### config.mk
export PLATFORM = sky130hd
export DESIGN_NAME = fft_sink_framer_flat
export DESIGN_NICKNAME = d
export VERILOG_FILES = /design/src/rtl/fft_ctrl_pkg.sv /design/src/rtl/fft_sink_framer_if.sv /design/src/rtl/fft_frame_counter.sv /design/src/rtl/fft_sink_framer.sv /design/src/flat_wrapper.sv
export SDC_FILE = /design/constraint.sdc
export NUM_CORES = 1
export LEC_CHECK = 0
export ABC_AREA = 1
export BUFFER_PORTS_ARGS = -buffer_cell sky130_fd_sc_hd__buf_2
export CELL_PAD_IN_SITES_DETAIL_PLACEMENT = 1
export CELL_PAD_IN_SITES_GLOBAL_PLACEMENT = 1
export CORE_ASPECT_RATIO = 1.5
export CORE_MARGIN = 5
export CORE_UTILIZATION = 34
export CTS_BUF_LIST = sky130_fd_sc_hd__clkbuf_2 sky130_fd_sc_hd__clkbuf_4 sky130_fd_sc_hd__clkbuf_8
export DETAILED_ROUTE_END_ITERATION = 10
export GPL_ROUTABILITY_DRIVEN = 1
export PLACE_DENSITY_LB_ADDON = 0.15
export SLEW_MARGIN = 20
export SYNTH_ARGS = -nofsm -noshare
export SYNTH_HDL_FRONTEND = slang
export SYNTH_SLANG_ARGS = --single-unit
### constraint.sdc
create_clock -name clk -period 1.34 [get_ports clk]
set_input_delay 0.268 -clock clk [delete_from_list [all_inputs] [get_ports clk]]
set_output_delay 0.268 -clock clk [all_outputs]
set_load 0.005 [all_outputs]
### src/rtl/fft_ctrl_pkg.sv
// Shared types and constants for the FFT sink/source control blocks.
package fft_ctrl_pkg;

  localparam int unsigned SINK_ERR_W = 2;
  localparam int unsigned GAP_CNT_W  = 8;
  localparam int unsigned STAT_W     = 16;

  typedef enum logic [1:0] {
    ST_IDLE   = 2'd0,
    ST_STREAM = 2'd1,
    ST_GAP    = 2'd2
  } framer_state_t;

  // Avalon-ST error codes as reported by the FFT core
  localparam logic [SINK_ERR_W-1:0] SINK_ERR_NONE           = 2'b00;
  localparam logic [SINK_ERR_W-1:0] SINK_ERR_MISSING_SOP    = 2'b01;
  localparam logic [SINK_ERR_W-1:0] SINK_ERR_MISSING_EOP    = 2'b10;
  localparam logic [SINK_ERR_W-1:0] SINK_ERR_UNEXPECTED_EOP = 2'b11;

endpackage

### src/rtl/fft_sink_framer_if.sv
// Avalon-ST sink bus between the framer (master) and the FFT core (slave).
interface fft_sink_framer_if
  import fft_ctrl_pkg::*;
#(
  parameter int unsigned DATA_W = 14
);
  logic                  sink_valid;
  logic                  sink_ready;
  logic                  sink_sop;
  logic                  sink_eop;
  logic [DATA_W-1:0]     sink_real;
  logic [DATA_W-1:0]     sink_imag;
  logic [SINK_ERR_W-1:0] sink_error;

  modport master (
    output sink_valid, sink_sop, sink_eop, sink_real, sink_imag, sink_error,
    input  sink_ready
  );

  modport slave (
    input  sink_valid, sink_sop, sink_eop, sink_real, sink_imag, sink_error,
    output sink_ready
  );
endinterface

### src/rtl/fft_frame_counter.sv
// Sample index within a frame; first/last flags are registered alongside the index.
module fft_frame_counter #(
  parameter int unsigned FFT_LEN = 1024,
  parameter int unsigned LEN_W   = $clog2(FFT_LEN)
) (
  input  logic clk,
  input  logic rst,
  input  logic load,
  input  logic clear,
  output logic is_first,
  output logic is_last
);

  logic [LEN_W-1:0] idx;
  logic [LEN_W-1:0] idx_next;

  // Power-of-two length, so the natural overflow is the wrap to 0
  always_comb begin
    idx_next = idx;
    if (load) begin
      idx_next = idx + LEN_W'(1);
    end else if (clear) begin
      idx_next = '0;
    end
  end

  always_ff @(posedge clk) begin
    if (rst) begin
      idx      <= '0;
      is_first <= 1'b1;
      is_last  <= 1'b0;
    end else begin
      idx      <= idx_next;
      is_first <= (idx_next == '0);
      is_last  <= (idx_next == LEN_W'(FFT_LEN - 1));
    end
  end

endmodule

### src/rtl/fft_sink_framer.sv
// Frames a free-running real sample stream into FFT_LEN-beat Avalon-ST packets
// with backpressure, per-frame mode select, inter-frame gap and drop accounting.
module fft_sink_framer
  import fft_ctrl_pkg::*;
#(
  parameter int unsigned DATA_W     = 14,
  parameter int unsigned FFT_LEN    = 1024,
  parameter int unsigned LEN_W      = $clog2(FFT_LEN),
  parameter int unsigned GAP_CYCLES = 0
) (
  input  logic                 clk,
  input  logic                 rst,
  input  logic                 enable,
  input  logic                 inverse_req,
  input  logic                 clr_status,
  input  logic                 in_valid,
  input  logic [DATA_W-1:0]    in_data,
  fft_sink_framer_if.master    sink,
  output logic                 inverse,
  output logic [LEN_W:0]       fft_pts,
  output logic                 busy,
  output logic                 overrun,
  output logic [STAT_W-1:0]    drop_count,
  output logic [STAT_W-1:0]    frames_done
);

  framer_state_t        state;
  framer_state_t        state_next;
  logic                 accept;
  logic                 loadable;
  logic                 take;
  logic                 start;
  logic                 drop;
  logic                 eop_done;
  logic                 cnt_first;
  logic                 cnt_last;
  logic [GAP_CNT_W-1:0] gap_cnt;

  assign sink.sink_imag  = '0;
  assign sink.sink_error = SINK_ERR_NONE;
  assign fft_pts         = (LEN_W + 1)'(FFT_LEN);

  fft_frame_counter #(
    .FFT_LEN (FFT_LEN),
    .LEN_W   (LEN_W)
  ) u_counter (
    .clk      (clk),
    .rst      (rst),
    .load     (take),
    .clear    (state == ST_IDLE),
    .is_first (cnt_first),
    .is_last  (cnt_last)
  );

  always_ff @(posedge clk) begin
    if (rst) begin
      state <= ST_IDLE;
    end else begin
      state <= state_next;
    end
  end

  // Once the EOP beat is loaded the frame is full: later samples drop until it is accepted
  always_comb begin
    state_next = state;
    take       = 1'b0;
    start      = 1'b0;
    drop       = 1'b0;
    eop_done   = 1'b0;
    accept     = sink.sink_valid & sink.sink_ready;
    loadable   = ~sink.sink_valid | accept;
    case (state)
      ST_IDLE: begin
        if (enable && in_valid) begin
          take       = 1'b1;
          start      = 1'b1;
          state_next = ST_STREAM;
        end
      end
      ST_STREAM: begin
        if (accept && sink.sink_eop) begin
          eop_done   = 1'b1;
          state_next = (GAP_CYCLES > 0) ? ST_GAP : ST_IDLE;
        end else if (in_valid) begin
          if (loadable) begin
            take = 1'b1;
          end else begin
            drop = 1'b1;
          end
        end
      end
      ST_GAP: begin
        if (gap_cnt == GAP_CNT_W'(GAP_CYCLES - 1)) begin
          state_next = ST_IDLE;
        end
      end
      default: state_next = ST_IDLE;
    endcase
  end

  always_ff @(posedge clk) begin
    if (rst) begin
      sink.sink_valid <= 1'b0;
      sink.sink_sop   <= 1'b0;
      sink.sink_eop   <= 1'b0;
      sink.sink_real  <= '0;
      inverse         <= 1'b0;
      busy            <= 1'b0;
      overrun         <= 1'b0;
      drop_count      <= '0;
      frames_done     <= '0;
      gap_cnt         <= '0;
    end else begin
      if (take) begin
        sink.sink_valid <= 1'b1;
        sink.sink_real  <= in_data;
        sink.sink_sop   <= cnt_first;
        sink.sink_eop   <= cnt_last;
      end else if (accept) begin
        sink.sink_valid <= 1'b0;
      end
      if (start) begin
        inverse <= inverse_req;
      end
      busy    <= (state_next != ST_IDLE);
      gap_cnt <= (state == ST_GAP) ? gap_cnt + GAP_CNT_W'(1) : '0;
      if (eop_done) begin
        frames_done <= frames_done + STAT_W'(1);
      end
      // Clear takes priority over a coincident drop
      if (clr_status) begin
        overrun    <= 1'b0;
        drop_count <= '0;
      end else if (drop) begin
        overrun <= 1'b1;
        if (drop_count != {STAT_W{1'b1}}) begin
          drop_count <= drop_count + STAT_W'(1);
        end
      end
    end
  end

endmodule

### src/flat_wrapper.sv
// flat-port wrapper written by rule: the top's interface ports become plain ports
module fft_sink_framer_flat import fft_ctrl_pkg::*;
#(
  parameter int unsigned DATA_W     = 14,
  parameter int unsigned FFT_LEN    = 1024,
  parameter int unsigned LEN_W      = $clog2(FFT_LEN),
  parameter int unsigned GAP_CYCLES = 0
)
  (clk, rst, enable, inverse_req, clr_status, in_valid, in_data, inverse, fft_pts, busy, overrun, drop_count, frames_done, sink_sink_valid, sink_sink_sop, sink_sink_eop, sink_sink_real, sink_sink_imag, sink_sink_error, sink_sink_ready);
  fft_sink_framer_if #(.DATA_W(DATA_W)) sink_i ();
  input  logic clk;
  input  logic rst;
  input  logic enable;
  input  logic inverse_req;
  input  logic clr_status;
  input  logic in_valid;
  input  logic [DATA_W-1:0] in_data;
  output logic inverse;
  output logic [LEN_W:0] fft_pts;
  output logic busy;
  output logic overrun;
  output logic [STAT_W-1:0] drop_count;
  output logic [STAT_W-1:0] frames_done;
  output wire logic [$bits(sink_i.sink_valid)-1:0] sink_sink_valid;
  output wire logic [$bits(sink_i.sink_sop)-1:0] sink_sink_sop;
  output wire logic [$bits(sink_i.sink_eop)-1:0] sink_sink_eop;
  output wire logic [$bits(sink_i.sink_real)-1:0] sink_sink_real;
  output wire logic [$bits(sink_i.sink_imag)-1:0] sink_sink_imag;
  output wire logic [$bits(sink_i.sink_error)-1:0] sink_sink_error;
  input wire logic [$bits(sink_i.sink_ready)-1:0] sink_sink_ready;
  assign sink_sink_valid = sink_i.sink_valid;
  assign sink_sink_sop = sink_i.sink_sop;
  assign sink_sink_eop = sink_i.sink_eop;
  assign sink_sink_real = sink_i.sink_real;
  assign sink_sink_imag = sink_i.sink_imag;
  assign sink_sink_error = sink_i.sink_error;
  assign sink_i.sink_ready = sink_sink_ready;
  fft_sink_framer #(.DATA_W(DATA_W), .FFT_LEN(FFT_LEN), .LEN_W(LEN_W), .GAP_CYCLES(GAP_CYCLES)) u_core (.clk(clk), .rst(rst), .enable(enable), .inverse_req(inverse_req), .clr_status(clr_status), .in_valid(in_valid), .in_data(in_data), .sink(sink_i), .inverse(inverse), .fft_pts(fft_pts), .busy(busy), .overrun(overrun), .drop_count(drop_count), .frames_done(frames_done));
endmodule
Word-level counts from Yosys, hierarchy flattened. Index checks and enable logic that the tools add are counted.

Bits of input ports: 21. Output and inout port bits: 79. Logic and storage cells: 56. Register bits after elaboration: 74.

Add/subtract/negate cells: 4. Reductions and logical operators: 9. Multiplexer cells: 20. Equality and inequality tests: 5. Bitwise gates (word level): 4.

Operators by type and width (number): $add A16 B1 Y16 const B (2); $mux W10 (2); $ne A16 B16 Y1 const B (1); $mux W1 (13); $add A10 B1 Y10 const B (1); $eq A10 B10 Y1 const B (1); $logic_not A10 Y1 (1); $add A8 B1 Y8 const B (1); $eq A8 B8 Y1 const B (1); $mux W2 (3); $pmux W2 S3 (1); $reduce_bool A2 Y1 (2); $reduce_or A2 Y1 (2); $eq A2 B1 Y1 const B (1); $eq A2 B2 Y1 const B (1); $logic_and A1 B1 Y1 (2); $logic_not A2 Y1 (1); $not A1 Y1 (2); $pmux W1 S2 (1); $reduce_and A2 Y1 (1); $and A1 B1 Y1 (1); $or A1 B1 Y1 (1).

Logic depth before layout (Yosys ltp).
Depth after elaboration: 8. Mapped depth: 12. Gate-level depth less buffers: 12.

Hierarchy. From an unflattened synthesis, not the netlist that was laid out.

Cell total of the unflattened synthesis: 551. Area, all modules: 3737.3 um^2.

Modules (own cells, without submodules): fft_sink_framer (cells an instance 434, area an instance 3021.6 um^2, seq. area each 1241.2 um^2, times used 1); fft_frame_counter (cells an instance 117, area an instance 715.7 um^2, seq. area each 240.2 um^2, times used 1).

Least setup slack after synthesis. OpenSTA, ideal clock, no wires.

Kind: register to register. Start point: register u_core.drop_count[0]. End point: register u_core.drop_count[0]. Cell stages (with the launch flop): 10. Setup slack: -173 ps. Setup time: 123 ps. Period minus slack after synthesis: 1513 ps. Data arrival time: 1389 ps. Cells stage by stage: dfxtp_1 > ha_1 > nand3_1 > nor3_2 > nand3_1 > nand2_2 > inv_2 > buf_4 > o21ai_1 > a21oi_1.

Word-level cells in the longest chain between the ends: 2.

RTL lines: from (decl) (RTL line fft_sink_framer.sv:23) `output logic [STAT_W-1:0] drop_count,`; from (signal assigned) (RTL line fft_sink_framer.sv:137) `drop_count <= drop_count + STAT_W'(1);`; parallel branches: the longest is 2 deep, another holds $add A16 B1 Y16.

Parallel ways; which one is timed is not known. A chain may end at the register's enable or synchronous reset.

Worst setup path after layout.
Start point: register u_core.drop_count[10]. End point: register u_core.drop_count[9].

Word-level cells in the longest chain between the ends: 2.

RTL lines: $ne A16 B16 Y1 (RTL line fft_sink_framer.sv:136) `if (drop_count != {STAT_W{1'b1}}) begin`; $reduce_and A2 Y1 (no line).

No other way between the ends.

==> flow_metrics.env <==
export IMPL_final_util=0.5454
export IMPL_cts_hold_buf=0
export IMPL_ctsHtreeMaxLevel=3
export IMPL_yosysUniqueCellTypes=34
export IMPL_synth_ff_latch_count=74
export IMPL_final_setup_worst_slack_ns=-0.1978
export IMPL_required_ns=1.57
export IMPL_setup_viol=49
export IMPL_clock_sinks=74
export IMPL_crit_path_cell_trace="inv_1 -> nor3_2 -> nand3_2 -> nand2_4 -> buf_6 -> o21ai_2 -> nor3b_2"
export IMPL_vdd_drop_max_mv=0.4963
export IMPL_cts_buffer_depth=2
export IMPL_die_area_sq_um=13330
export IMPL_worst_ep_arrival_time_ns=1.77
export IMPL_syn_to_final_growth_pct=58.41
export IMPL_drc=0
export IMPL_crit_family="simple AND/OR/NAND/NOR gates"
export IMPL_place_worst_setup_slack_ns=-0.2586
export IMPL_clk_pin_slew_ns=0.08
export IMPL_p_leak_nw=2.726
export IMPL_clock_root_buffer="clkbuf_8"
export IMPL_netlist_area_sq_um=3766
export IMPL_routed_via_density=4.730
export IMPL_synthTopCellsByArea="dfxtp_1 39%, nand2_1 10%, nor2_1 8.9%"
export IMPL_std_cell_rows=47
export IMPL_die_x_um=95.94
export IMPL_grt_max_degree=26
export IMPL_gp_congestion=0.7912
export IMPL_min_delay_path_class="input port to flop"
export IMPL_endpoint_kind="flop"
export IMPL_critical_path_max_stage_delay_ns=0.36
export IMPL_clock_latency_ns=0.35
export IMPL_critPathSlowestCell="dfxtp_1"
export IMPL_status="finished with violations"
export IMPL_synthCells=544
export IMPL_yosysSeqAreaShare=0.3934
export IMPL_yosysTopAreaCell="dfxtp_1"
export IMPL_antenna_found_initial=0
export IMPL_critPathBufInv=2
export IMPL_violations="setup timing"
export IMPL_wire_per_inst_um=15.28
export IMPL_drtIter0Drc=130
export IMPL_cts_tree="yes"
export IMPL_nets=744
export IMPL_rsz0062_at_grt="yes"
export IMPL_path_max_fanout=5
export IMPL_power_per_cell_area_nw_per_um2=854.3
export IMPL_drtAntennaViolNets=0
export IMPL_grt_pass1_wl_um=19990
export IMPL_cts_made_buffers=9
export IMPL_slew_viol_final=0
export IMPL_drive_gt1_frac=0.5000
export IMPL_ys_warn_count=0
export IMPL_num_vias=4120
export IMPL_grt_pass1_vias=4269
export IMPL_firstDrtPassIters=4
export IMPL_initial_core_util=0.3443
export IMPL_io_buffers=72
export IMPL_wirelength_um=13310
export IMPL_fin_total_pwr_mw=5.096
export IMPL_core_sq_um=10940
export IMPL_finClkSkew_ns=0.009315
export IMPL_maxCapViolations=0
export IMPL_grt_usage=0.1889
export IMPL_period_share=1.148
export IMPL_synth_area_per_cell_sq_um=6.923
export IMPL_hpwl_um=9410
export IMPL_critPathKind="flop to flop"
export IMPL_fmaxAchievable_ghz=0.6503
export IMPL_io_pins=100
export IMPL_antenna_cells=0
export IMPL_fp_dieH_um=138.9
export IMPL_critPathLaunchType="flop"
export IMPL_grt_remaining_overflow=0
export IMPL_yosysTopAreaCellShare=0.3934
export IMPL_hold_viol=0
export IMPL_min_period_ns=1.538
metrics by stage:
step                cell area (sq um)  hold WS (ns)  setup TNS [ns]  instances
floorplan                        3913        0.4029         -0.6680        569
global placement                 4883        0.4406          -3.779        840
global route                     5966        0.1315          -8.245        871
finish                           5966        0.1430          -4.256        871
CTS                              5436        0.1148          -2.594        864
detailed placement               4883        0.4443          -5.672        840
path summary, 6_finish.rpt:
kind	to	start	depth (start not counted)	slack, ns
max	u_core.drop_count[9]$_SDFFE_PP0P_	u_core.drop_count[10]$_SDFFE_PP0P_	7	-0.20
min	u_core.sink.sink_real[1]$_SDFFE_PP0N_	in_data[1]	3	0.14
max reg2reg	u_core.drop_count[9]$_SDFFE_PP0P_	u_core.drop_count[10]$_SDFFE_PP0P_	7	-0.20
min reg2reg	u_core.inverse$_SDFFE_PP0P_	u_core.inverse$_SDFFE_PP0P_	2	0.45
synth_stat cells, drive strengths merged:
cell type,n
nand3,40
dfxtp,74
o21bai,1
nor3b,3
a31oi,1
ha,4
clkinv,1
o21ai,45
clkbuf,6
o22ai,1
a21oi,30
xnor2,4
nand3b,1
nand4,4
xor2,7
buf,33
and3,1
conb,2
nand2,108
nor3,14
nor2,96
inv,68
layout by cell type (no fill, tap or decap), drive strengths merged, types with 2 or more instances in the layout:
master  Yosys  routed
buf        33     176
nand2     108     110
nand3      40      40
conb        2      27
ha          4       4
inv        68      68
a21oi      30      30
nor3       14      14
dfxtp      74      74
clkinv      1       2
nand4       4       4
xor2        7       7
xnor2       4       4
o21ai      45      45
bufinv      0       3
clkbuf      6      12
nor2       96      96
nor3b       3       3
registers in the layout (all words and copies together), names as in the netlist:
name / count
u_core.inverse: 1
u_core.sink.sink_real: 14
u_core.gap_cnt: 8
u_core.sink.sink_sop: 1
u_core.overrun: 1
u_core.sink.sink_eop: 1
u_core.frames_done: 16
u_core.u_counter.idx: 10
u_core.busy: 1
u_core.u_counter.is_last: 1
u_core.state: 2
u_core.drop_count: 16
u_core.sink.sink_valid: 1
u_core.u_counter.is_first: 1
worst register-to-register path: cells and delay by family (launching register included):
kind	cells	cell delay, ns
buffers and inverters	2	0.24
AND/OR/NAND/NOR	4	0.76
flip-flops	1	0.36
AO/OA/AOI/OAI	1	0.06
power by group:
part,switching (mW),internal [mW]
Sequential,0.0479,2.25
Clock,0.888,1.34
Combinational,0.334,0.243
final cells by class:
| type | instances | area, sq um |
|---|---|---|
| multi-input combinational | 389 | 2485 |
| clock buffer | 12 | 152.6 |
| tap | 147 | 183.9 |
| sequential | 74 | 1536 |
| fill | 1381 | 4972 |
| inverter | 69 | 274.0 |
| timing repair buffer | 176 | 1235 |
| clock inverter | 4 | 98.84 |
per-layer routing:
layer / up-vias / GRT usage / share of wire
met1: 1994 / 0.2002 / 0.36
met2: 80 / 0.3574 / 0.59
met4: 0 / 0.06822 / 0.019
li1: 2025 / - / -
met3: 21 / 0.03420 / 0.031
met5: - / 0 / 0
logic make-up after synthesis:
| kind of cell | synth area share |
|---|---|
| AO/OA/AOI/OAI | 0.1070 |
| XOR/XNOR | 0.02558 |
| flip-flops | 0.3934 |
| buffers and inverters | 0.1419 |
| other | 0.001994 |
| adder cells (fa/ha/maj) | 0.01329 |
| AND/OR/NAND/NOR | 0.3169 |
what timing repair did:
| item | in CTS | in global routing |
|---|---|---|
| buffers inserted | 7 | 9 |
| setup endpoints to repair | 52 | 61 |
| pin swaps | 23 | 43 |
| gates resized for setup | 77 | 139 |
| cloned | 1 | 1 |
Note: power is estimated with default switching activity, not from simulation.
